### src/rtl/urv_csr_file_if.sv
// Decode-to-execute CSR request and the registered execute-side response.
// The master (decoder) drives d_*; the slave (CSR unit) drives x_*.
interface urv_csr_file_if;
    logic        d_is_csr_i;
    logic [2:0]  d_fun_i;
    logic [11:0] d_csr_sel_i;
    logic [4:0]  d_csr_imm_i;
    logic [31:0] d_rs1_i;
    logic        d_rs1_zero_i;

    logic [31:0] x_rd_o;
    logic        x_valid_o;
    logic        x_illegal_o;
    logic        x_csr_we_o;
    logic [11:0] x_csr_sel_o;
    logic [31:0] x_csr_write_value_o;

    modport master (
        output d_is_csr_i, d_fun_i, d_csr_sel_i, d_csr_imm_i, d_rs1_i, d_rs1_zero_i,
        input  x_rd_o, x_valid_o, x_illegal_o, x_csr_we_o, x_csr_sel_o, x_csr_write_value_o
    );

    modport slave (
        input  d_is_csr_i, d_fun_i, d_csr_sel_i, d_csr_imm_i, d_rs1_i, d_rs1_zero_i,
        output x_rd_o, x_valid_o, x_illegal_o, x_csr_we_o, x_csr_sel_o, x_csr_write_value_o
    );
endinterface

### src/rtl/urv_csr_file.sv
// uRV execute-stage CSR unit: cycle/instret counters, scratch registers,
// CSRRW/S/C (+immediate forms), illegal-access detection, registered results.
module urv_csr_file #(
    parameter int CNT_WIDTH     = 40,
    parameter int N_SCRATCH     = 1,
    parameter int WITH_INSTRET  = 1,
    parameter int USER_COUNTERS = 1
) (
    input  logic                 clk_i,
    input  logic                 rst_n_i,
    input  logic                 x_stall_i,
    input  logic                 x_kill_i,
    input  logic                 x_retire_i,
    input  logic [CNT_WIDTH-1:0] csr_time_i,
    input  logic [31:0]          csr_mstatus_i,
    input  logic [31:0]          csr_mip_i,
    input  logic [31:0]          csr_mie_i,
    input  logic [31:0]          csr_mepc_i,
    input  logic [31:0]          csr_mcause_i,
    urv_csr_file_if.slave        bus
);

    logic [CNT_WIDTH-1:0] mcycle_q, mcycle_d;
    logic [CNT_WIDTH-1:0] minstret_q, minstret_d;
    logic [31:0]          scratch_q [N_SCRATCH];
    logic [N_SCRATCH-1:0] scratch_hit;

    logic        x_valid_q, x_illegal_q, x_csr_we_q;
    logic [31:0] x_rd_q, x_csr_write_value_q;
    logic [11:0] x_csr_sel_q;

    logic        issue, known, is_user, op_bad, wr_req, illegal, do_write;
    logic [31:0] old_val, src, wval;
    logic [11:0] sel;

    assign sel    = bus.d_csr_sel_i;
    assign issue  = bus.d_is_csr_i & ~x_stall_i & ~x_kill_i;
    assign src    = bus.d_fun_i[2] ? {27'b0, bus.d_csr_imm_i} : bus.d_rs1_i;
    assign op_bad = (bus.d_fun_i[1:0] == 2'b00);
    assign wr_req = (bus.d_fun_i[1:0] == 2'b01) | ~bus.d_rs1_zero_i;

    // Scratch #0 is mscratch; the rest sit in the custom 0x7C0 window.
    genvar gi;
    generate
        for (gi = 0; gi < N_SCRATCH; gi++) begin : g_scratch_dec
            localparam logic [11:0] ADDR = (gi == 0) ? 12'h340 : 12'(12'h7C0 + gi - 1);
            assign scratch_hit[gi] = (sel == ADDR);
        end
    endgenerate

    always_comb begin
        old_val = '0;
        known   = 1'b0;
        is_user = 1'b0;
        case (sel)
            12'hB00: begin known = 1'b1; old_val = mcycle_q[31:0]; end
            12'hB80: begin known = 1'b1; old_val = 32'(mcycle_q >> 32); end
            12'hB02: begin known = 1'b1; old_val = minstret_q[31:0]; end
            12'hB82: begin known = 1'b1; old_val = 32'(minstret_q >> 32); end
            12'hC00: begin known = 1'b1; is_user = 1'b1; old_val = mcycle_q[31:0]; end
            12'hC80: begin known = 1'b1; is_user = 1'b1; old_val = 32'(mcycle_q >> 32); end
            12'hC01: begin known = 1'b1; is_user = 1'b1; old_val = csr_time_i[31:0]; end
            12'hC81: begin known = 1'b1; is_user = 1'b1; old_val = 32'(csr_time_i >> 32); end
            12'hC02: begin known = 1'b1; is_user = 1'b1; old_val = minstret_q[31:0]; end
            12'hC82: begin known = 1'b1; is_user = 1'b1; old_val = 32'(minstret_q >> 32); end
            12'h300: begin known = 1'b1; old_val = csr_mstatus_i; end
            12'h304: begin known = 1'b1; old_val = csr_mie_i; end
            12'h341: begin known = 1'b1; old_val = csr_mepc_i; end
            12'h342: begin known = 1'b1; old_val = csr_mcause_i; end
            12'h344: begin known = 1'b1; old_val = csr_mip_i; end
            default: ;
        endcase
        for (int k = 0; k < N_SCRATCH; k++) begin
            if (scratch_hit[k]) begin
                known   = 1'b1;
                old_val = scratch_q[k];
            end
        end
    end

    assign illegal  = op_bad | ~known | (is_user & wr_req) | (is_user & (USER_COUNTERS == 0));
    assign do_write = issue & ~illegal & wr_req;

    always_comb begin
        case (bus.d_fun_i[1:0])
            2'b10:   wval = old_val | src;
            2'b11:   wval = old_val & ~src;
            default: wval = src;
        endcase
    end

    // A write to either half replaces that counter's increment for the cycle.
    always_comb begin
        mcycle_d = mcycle_q + CNT_WIDTH'(1);
        if (do_write && sel == 12'hB00)
            mcycle_d = {mcycle_q[CNT_WIDTH-1:32], wval};
        else if (do_write && sel == 12'hB80)
            mcycle_d = {wval[CNT_WIDTH-33:0], mcycle_q[31:0]};
    end

    generate
        if (WITH_INSTRET != 0) begin : g_instret
            always_comb begin
                minstret_d = minstret_q + (x_retire_i ? CNT_WIDTH'(1) : CNT_WIDTH'(0));
                if (do_write && sel == 12'hB02)
                    minstret_d = {minstret_q[CNT_WIDTH-1:32], wval};
                else if (do_write && sel == 12'hB82)
                    minstret_d = {wval[CNT_WIDTH-33:0], minstret_q[31:0]};
            end
        end else begin : g_no_instret
            assign minstret_d = '0;
        end
    endgenerate

    always_ff @(posedge clk_i or negedge rst_n_i) begin
        if (!rst_n_i) begin
            mcycle_q   <= '0;
            minstret_q <= '0;
            for (int k = 0; k < N_SCRATCH; k++) scratch_q[k] <= '0;
        end else begin
            mcycle_q   <= mcycle_d;
            minstret_q <= minstret_d;
            for (int k = 0; k < N_SCRATCH; k++)
                if (do_write && scratch_hit[k]) scratch_q[k] <= wval;
        end
    end

    always_ff @(posedge clk_i or negedge rst_n_i) begin
        if (!rst_n_i) begin
            x_valid_q           <= 1'b0;
            x_illegal_q         <= 1'b0;
            x_csr_we_q          <= 1'b0;
            x_rd_q              <= '0;
            x_csr_sel_q         <= '0;
            x_csr_write_value_q <= '0;
        end else begin
            x_valid_q   <= issue;
            x_illegal_q <= issue & illegal;
            x_csr_we_q  <= do_write;
            if (issue) begin
                x_rd_q              <= illegal ? 32'd0 : old_val;
                x_csr_sel_q         <= sel;
                x_csr_write_value_q <= wval;
            end
        end
    end

    assign bus.x_valid_o           = x_valid_q;
    assign bus.x_illegal_o         = x_illegal_q;
    assign bus.x_csr_we_o          = x_csr_we_q;
    assign bus.x_rd_o              = x_rd_q;
    assign bus.x_csr_sel_o         = x_csr_sel_q;
    assign bus.x_csr_write_value_o = x_csr_write_value_q;

endmodule

### src/flat_wrapper.sv
// flat-port wrapper written by rule: the top's interface ports become plain ports
module urv_csr_file_flat 
#(
    parameter int CNT_WIDTH     = 40,
    parameter int N_SCRATCH     = 1,
    parameter int WITH_INSTRET  = 1,
    parameter int USER_COUNTERS = 1
)
  (clk_i, rst_n_i, x_stall_i, x_kill_i, x_retire_i, csr_time_i, csr_mstatus_i, csr_mip_i, csr_mie_i, csr_mepc_i, csr_mcause_i, bus_d_is_csr_i, bus_d_fun_i, bus_d_csr_sel_i, bus_d_csr_imm_i, bus_d_rs1_i, bus_d_rs1_zero_i, bus_x_rd_o, bus_x_valid_o, bus_x_illegal_o, bus_x_csr_we_o, bus_x_csr_sel_o, bus_x_csr_write_value_o);
  urv_csr_file_if bus_i ();
  input  logic clk_i;
  input  logic rst_n_i;
  input  logic x_stall_i;
  input  logic x_kill_i;
  input  logic x_retire_i;
  input  logic [CNT_WIDTH-1:0] csr_time_i;
  input  logic [31:0] csr_mstatus_i;
  input  logic [31:0] csr_mip_i;
  input  logic [31:0] csr_mie_i;
  input  logic [31:0] csr_mepc_i;
  input  logic [31:0] csr_mcause_i;
  input wire logic [$bits(bus_i.d_is_csr_i)-1:0] bus_d_is_csr_i;
  input wire logic [$bits(bus_i.d_fun_i)-1:0] bus_d_fun_i;
  input wire logic [$bits(bus_i.d_csr_sel_i)-1:0] bus_d_csr_sel_i;
  input wire logic [$bits(bus_i.d_csr_imm_i)-1:0] bus_d_csr_imm_i;
  input wire logic [$bits(bus_i.d_rs1_i)-1:0] bus_d_rs1_i;
  input wire logic [$bits(bus_i.d_rs1_zero_i)-1:0] bus_d_rs1_zero_i;
  output wire logic [$bits(bus_i.x_rd_o)-1:0] bus_x_rd_o;
  output wire logic [$bits(bus_i.x_valid_o)-1:0] bus_x_valid_o;
  output wire logic [$bits(bus_i.x_illegal_o)-1:0] bus_x_illegal_o;
  output wire logic [$bits(bus_i.x_csr_we_o)-1:0] bus_x_csr_we_o;
  output wire logic [$bits(bus_i.x_csr_sel_o)-1:0] bus_x_csr_sel_o;
  output wire logic [$bits(bus_i.x_csr_write_value_o)-1:0] bus_x_csr_write_value_o;
  assign bus_i.d_is_csr_i = bus_d_is_csr_i;
  assign bus_i.d_fun_i = bus_d_fun_i;
  assign bus_i.d_csr_sel_i = bus_d_csr_sel_i;
  assign bus_i.d_csr_imm_i = bus_d_csr_imm_i;
  assign bus_i.d_rs1_i = bus_d_rs1_i;
  assign bus_i.d_rs1_zero_i = bus_d_rs1_zero_i;
  assign bus_x_rd_o = bus_i.x_rd_o;
  assign bus_x_valid_o = bus_i.x_valid_o;
  assign bus_x_illegal_o = bus_i.x_illegal_o;
  assign bus_x_csr_we_o = bus_i.x_csr_we_o;
  assign bus_x_csr_sel_o = bus_i.x_csr_sel_o;
  assign bus_x_csr_write_value_o = bus_i.x_csr_write_value_o;
  urv_csr_file #(.CNT_WIDTH(CNT_WIDTH), .N_SCRATCH(N_SCRATCH), .WITH_INSTRET(WITH_INSTRET), .USER_COUNTERS(USER_COUNTERS)) u_core (.clk_i(clk_i), .rst_n_i(rst_n_i), .x_stall_i(x_stall_i), .x_kill_i(x_kill_i), .x_retire_i(x_retire_i), .csr_time_i(csr_time_i), .csr_mstatus_i(csr_mstatus_i), .csr_mip_i(csr_mip_i), .csr_mie_i(csr_mie_i), .csr_mepc_i(csr_mepc_i), .csr_mcause_i(csr_mcause_i), .bus(bus_i));
endmodule
### config.mk
export PLATFORM = sky130hd
export DESIGN_NAME = urv_csr_file_flat
export DESIGN_NICKNAME = d
export VERILOG_FILES = /design/src/rtl/urv_csr_file_if.sv /design/src/rtl/urv_csr_file.sv /design/src/flat_wrapper.sv
export SDC_FILE = /design/constraint.sdc
export NUM_CORES = 1
export LEC_CHECK = 0
export BUFFER_PORTS_ARGS = -buffer_cell sky130_fd_sc_hd__clkbuf_2
export CAP_MARGIN = 20
export CELL_PAD_IN_SITES_DETAIL_PLACEMENT = 1
export CELL_PAD_IN_SITES_GLOBAL_PLACEMENT = 1
export CORE_MARGIN = 4
export CORE_UTILIZATION = 43
export DETAILED_ROUTE_END_ITERATION = 12
export PLACE_DENSITY = 0.95
export REMOVE_ABC_BUFFERS = 1
export SETUP_SLACK_MARGIN = 0.3
export SLEW_MARGIN = 10
export SYNTH_ARGS = -nofsm -noshare
export SYNTH_HDL_FRONTEND = slang
export SYNTH_SLANG_ARGS = --single-unit
### constraint.sdc
create_clock -name clk_i -period 6.4 [get_ports clk_i]
set_input_delay 1.28 -clock clk_i [delete_from_list [all_inputs] [get_ports clk_i]]
set_output_delay 1.28 -clock clk_i [all_outputs]
set_load 0.02 [all_outputs]
==> flow_summary_export.csv <==
group,metric,value,unit
synth,async_reset_ff_share,100,%
min_path,whs_path_depth,2,
worst_setup_path,crit_required,6720,ps
grt,grt_pass1_wl,94.2,mm
clocking,ctsRootBufferMaster,"clkbuf_16",
timing,worst_slew_pin_slew,1240,ps
timing,rsz0062_at_grt,"no",
clocking,cts_resized,0,
worst_setup_path,ff2ff_path_depth,9,
synth,synth-seq-cells,191,
timing,clock_skew,15.6,ps
final_layout,multi_input_area,7410,sq um
final_layout,utilization,52.9,%
synth,synth_edf_count,0,
synth,synthFlopType,"dfrtp_1",
grt,antenna_found_initial,1,
clocking,clk_pin_slew_worst_paths,70,ps
die,num_rows,62,
placed_design,routabilityCongestion,0.970,
die,io_pins,338,
worst_setup_path,reg2reg_from,"u_core.minstret_q[0]",
final_layout,syn2layout_area_growth,20.7,%
worst_setup_path,r2r_slack,3350,ps
final_layout,layout_commonest_cell,"clkbuf_2",
synth,yosysWarnings,0,
clocking,post_cts_buffers,0,
timing,fin_setup_tns,0,ps
worst_setup_path,cp-end-kind,"register",
drt,vias,14600,
synth,syn_area_per_cell,8.75,sq um
clocking,cts_buffer_depth,2,
timing,finalSetupViolCount,0,
worst_setup_path,cp-start-kind,"input pin",
timing,clock.fmax,223,MHz
timing,timing.final.crit_share,70.1,%
clocking,hold_buffers,0,
synth,ys_seq_area_share,37.8,%
die,core,28900,sq um
drt,viasPerCell,6.85,
synth,synth.distinct_cells,92,
synth,synthCells,1447,
worst_setup_path,r2r_end,"u_core.minstret_q[36]",
die,die_w,180,um
final_layout,nets,1998,
drt,routed_wl,63.0,mm
final_layout,seqCellArea,4780,sq um
timing,relSlewSlack,17.0,%
min_path,hold_class,"reg2reg",
outcome,status,"finished, final reports clean",
grt,grt_pass1_vias,15300,
grt,grt_max_degree,96,
placed_design,placed_cells,2101,
clocking,insertion_delay,460,ps
synth,syn-cell-area,12700,sq um
min_path,worstHoldStart,"u_core.bus.x_csr_sel_o[11]",
die,start_util,43.9,%
placed_design,port_buffers,337,
power_and_ir_drop,powerDensity,195,nW/um^2
worst_setup_path,critPathMaxFanout,40,
power_and_ir_drop,p_leak,6.59,nW
drt,wl_per_cell,29.5,um
drt,first_pass_iters,6,
grt,grt_use_total,37.5,%
final_layout,fill_cells,3489,
placed_design,dp_hpwl,44.9,mm
clocking,cts_buffers,17,
worst_setup_path,arrival,4810,ps
die,dieArea,32300,sq um
final_layout,diodes,0,
grt,overflow,0,
clocking,cts_tree,"yes",
final_layout,layout.cells.non_filler,2133,
clocking,h-tree-depth,4,
die,die_h,180,um
final_layout,layout_common_cells,"clkbuf_2 (336), nand2_1 (234), dfrtp_1 (191)",
drt,drt_iter0_markers,1685,
clocking,clkSinkCount,191,
timing,hold_viol_final,0,
run,maxCapViolCount,0,
drt,drc,0,
drt,postRouteAntennaNets,0,
min_path,holdPathEnd,"u_core.bus.x_csr_sel_o[11]",
worst_setup_path,critPathKind,"in2reg",
timing,min_period,4490,ps
power_and_ir_drop,peakVddDrop,0.134,mV
timing,slew_violations,0,
final_layout,drive_gt1_share,28.2,%
## worst max path at each step
stage | start | end | slack, ps | cells after the start
after floorplan | bus_d_is_csr_i | u_core.minstret_q[39] | 1380 | 7
after global placement | bus_d_csr_sel_i[0] | u_core.minstret_q[35] | 1710 | 8
after detailed placement | bus_d_csr_sel_i[6] | u_core.scratch_q[18] | 1630 | 8
after CTS | bus_d_csr_sel_i[6] | u_core.scratch_q[18] | 2060 | 8
after global routing | bus_d_csr_sel_i[6] | u_core.scratch_q[30] | 1860 | 8
final | bus_d_csr_sel_i[6] | u_core.scratch_q[30] | 1910 | 8
## flip-flops by register name (all words and copies together), names as in the netlist
name                            count
u_core.scratch_q                   32
u_core.bus.x_illegal_o              1
u_core.bus.x_rd_o                  32
u_core.bus.x_csr_write_value_o     32
u_core.minstret_q                  40
u_core.bus.x_csr_we_o               1
u_core.bus.x_valid_o                1
u_core.bus.x_csr_sel_o             12
u_core.mcycle_q                    40
## synth_stat cells (all sizes together) (4+ instances only)
master / number / area share [%]
and2: 10 / 0.49
mux2i: 51 / 4.0
nor3: 36 / 1.8
a22o: 12 / 0.83
dfrtp: 191 / 38
or3: 6 / 0.30
a211oi: 12 / 0.95
and3: 19 / 0.94
nor3b: 5 / 0.30
inv: 15 / 0.44
or4: 7 / 0.47
a2111oi: 12 / 1.0
nor2b: 25 / 1.2
a21o: 13 / 0.77
buf: 52 / 2.4
and4: 14 / 0.99
o221ai: 8 / 0.55
or4b: 5 / 0.40
nor2: 48 / 1.4
a221o: 4 / 0.32
a22oi: 50 / 3.0
nor4: 24 / 1.5
xnor2: 8 / 0.55
o2111ai: 8 / 0.60
mux2: 23 / 2.0
o211ai: 19 / 1.2
nand3b: 7 / 0.42
nand2: 235 / 7.0
xor2: 4 / 0.28
a221oi: 10 / 0.69
o22ai: 17 / 0.84
a31oi: 8 / 0.40
o21ai: 163 / 6.4
a21oi: 59 / 2.3
o2bb2ai: 9 / 0.62
nor4b: 7 / 0.70
nand4: 41 / 2.0
nand2b: 9 / 0.44
o31a: 18 / 1.2
o31ai: 29 / 2.4
nand3: 32 / 1.3
nand4b: 5 / 0.40
a222oi: 11 / 0.87
clkbuf: 55 / 1.6
## worst max-delay path: stages
cell and delay (ps):
clkbuf_2 490, nor4b_1 640, nand2_1 740, nor2_1 410, o2111ai_4 500, buf_4 470, nand2_1 130, o21ai_1 80
## per-layer routing
layer / share of wire, % / GRT usage (%) / vias up
li1: - / - / 6110
met1: 39 / 47.9 / 7289
met2: 46 / 59.0 / 1009
met3: 11 / 9.96 / 210
met4: 5.2 / 18.4 / 2
met5: 0.017 / 0 / -
## final cells by class
class,count,area share (%)
Clock buffer,20,2.92
Clock inverter,12,0.704
Inverter,15,0.369
Multi-Input combinational cell,1134,48.5
Sequential cell,191,31.3
Tap cell,384,3.15
Timing Repair Buffer,377,13.1
## through the flow
stage,power (mW),cell area (sq um),setup slack [ps],hold WS (ps)
final,2.98,15300,1910,484
after global routing,3.07,15300,1860,510
after CTS,2.96,15300,2060,488
after detailed placement,1.91,14700,1630,470
after global placement,1.89,14700,1710,459
after floorplan,1.60,12200,1380,452
## kinds of logic after synthesis
kind of cell / Yosys count / synth area share [%]
simple gates: 546 / 22.9
compound gates: 498 / 27.7
flops: 191 / 37.8
buf+inv: 122 / 4.44
mux: 74 / 6.08
xor+xnor: 12 / 0.830
fa+ha+maj: 4 / 0.376
## power breakdown
group          switching, mW  total [mW]  internal [mW]
sequential             0.100        1.38           1.28
clock                  0.556        1.07          0.519
combinational          0.333       0.523          0.190
Note: power is estimated with default switching activity, not from simulation.
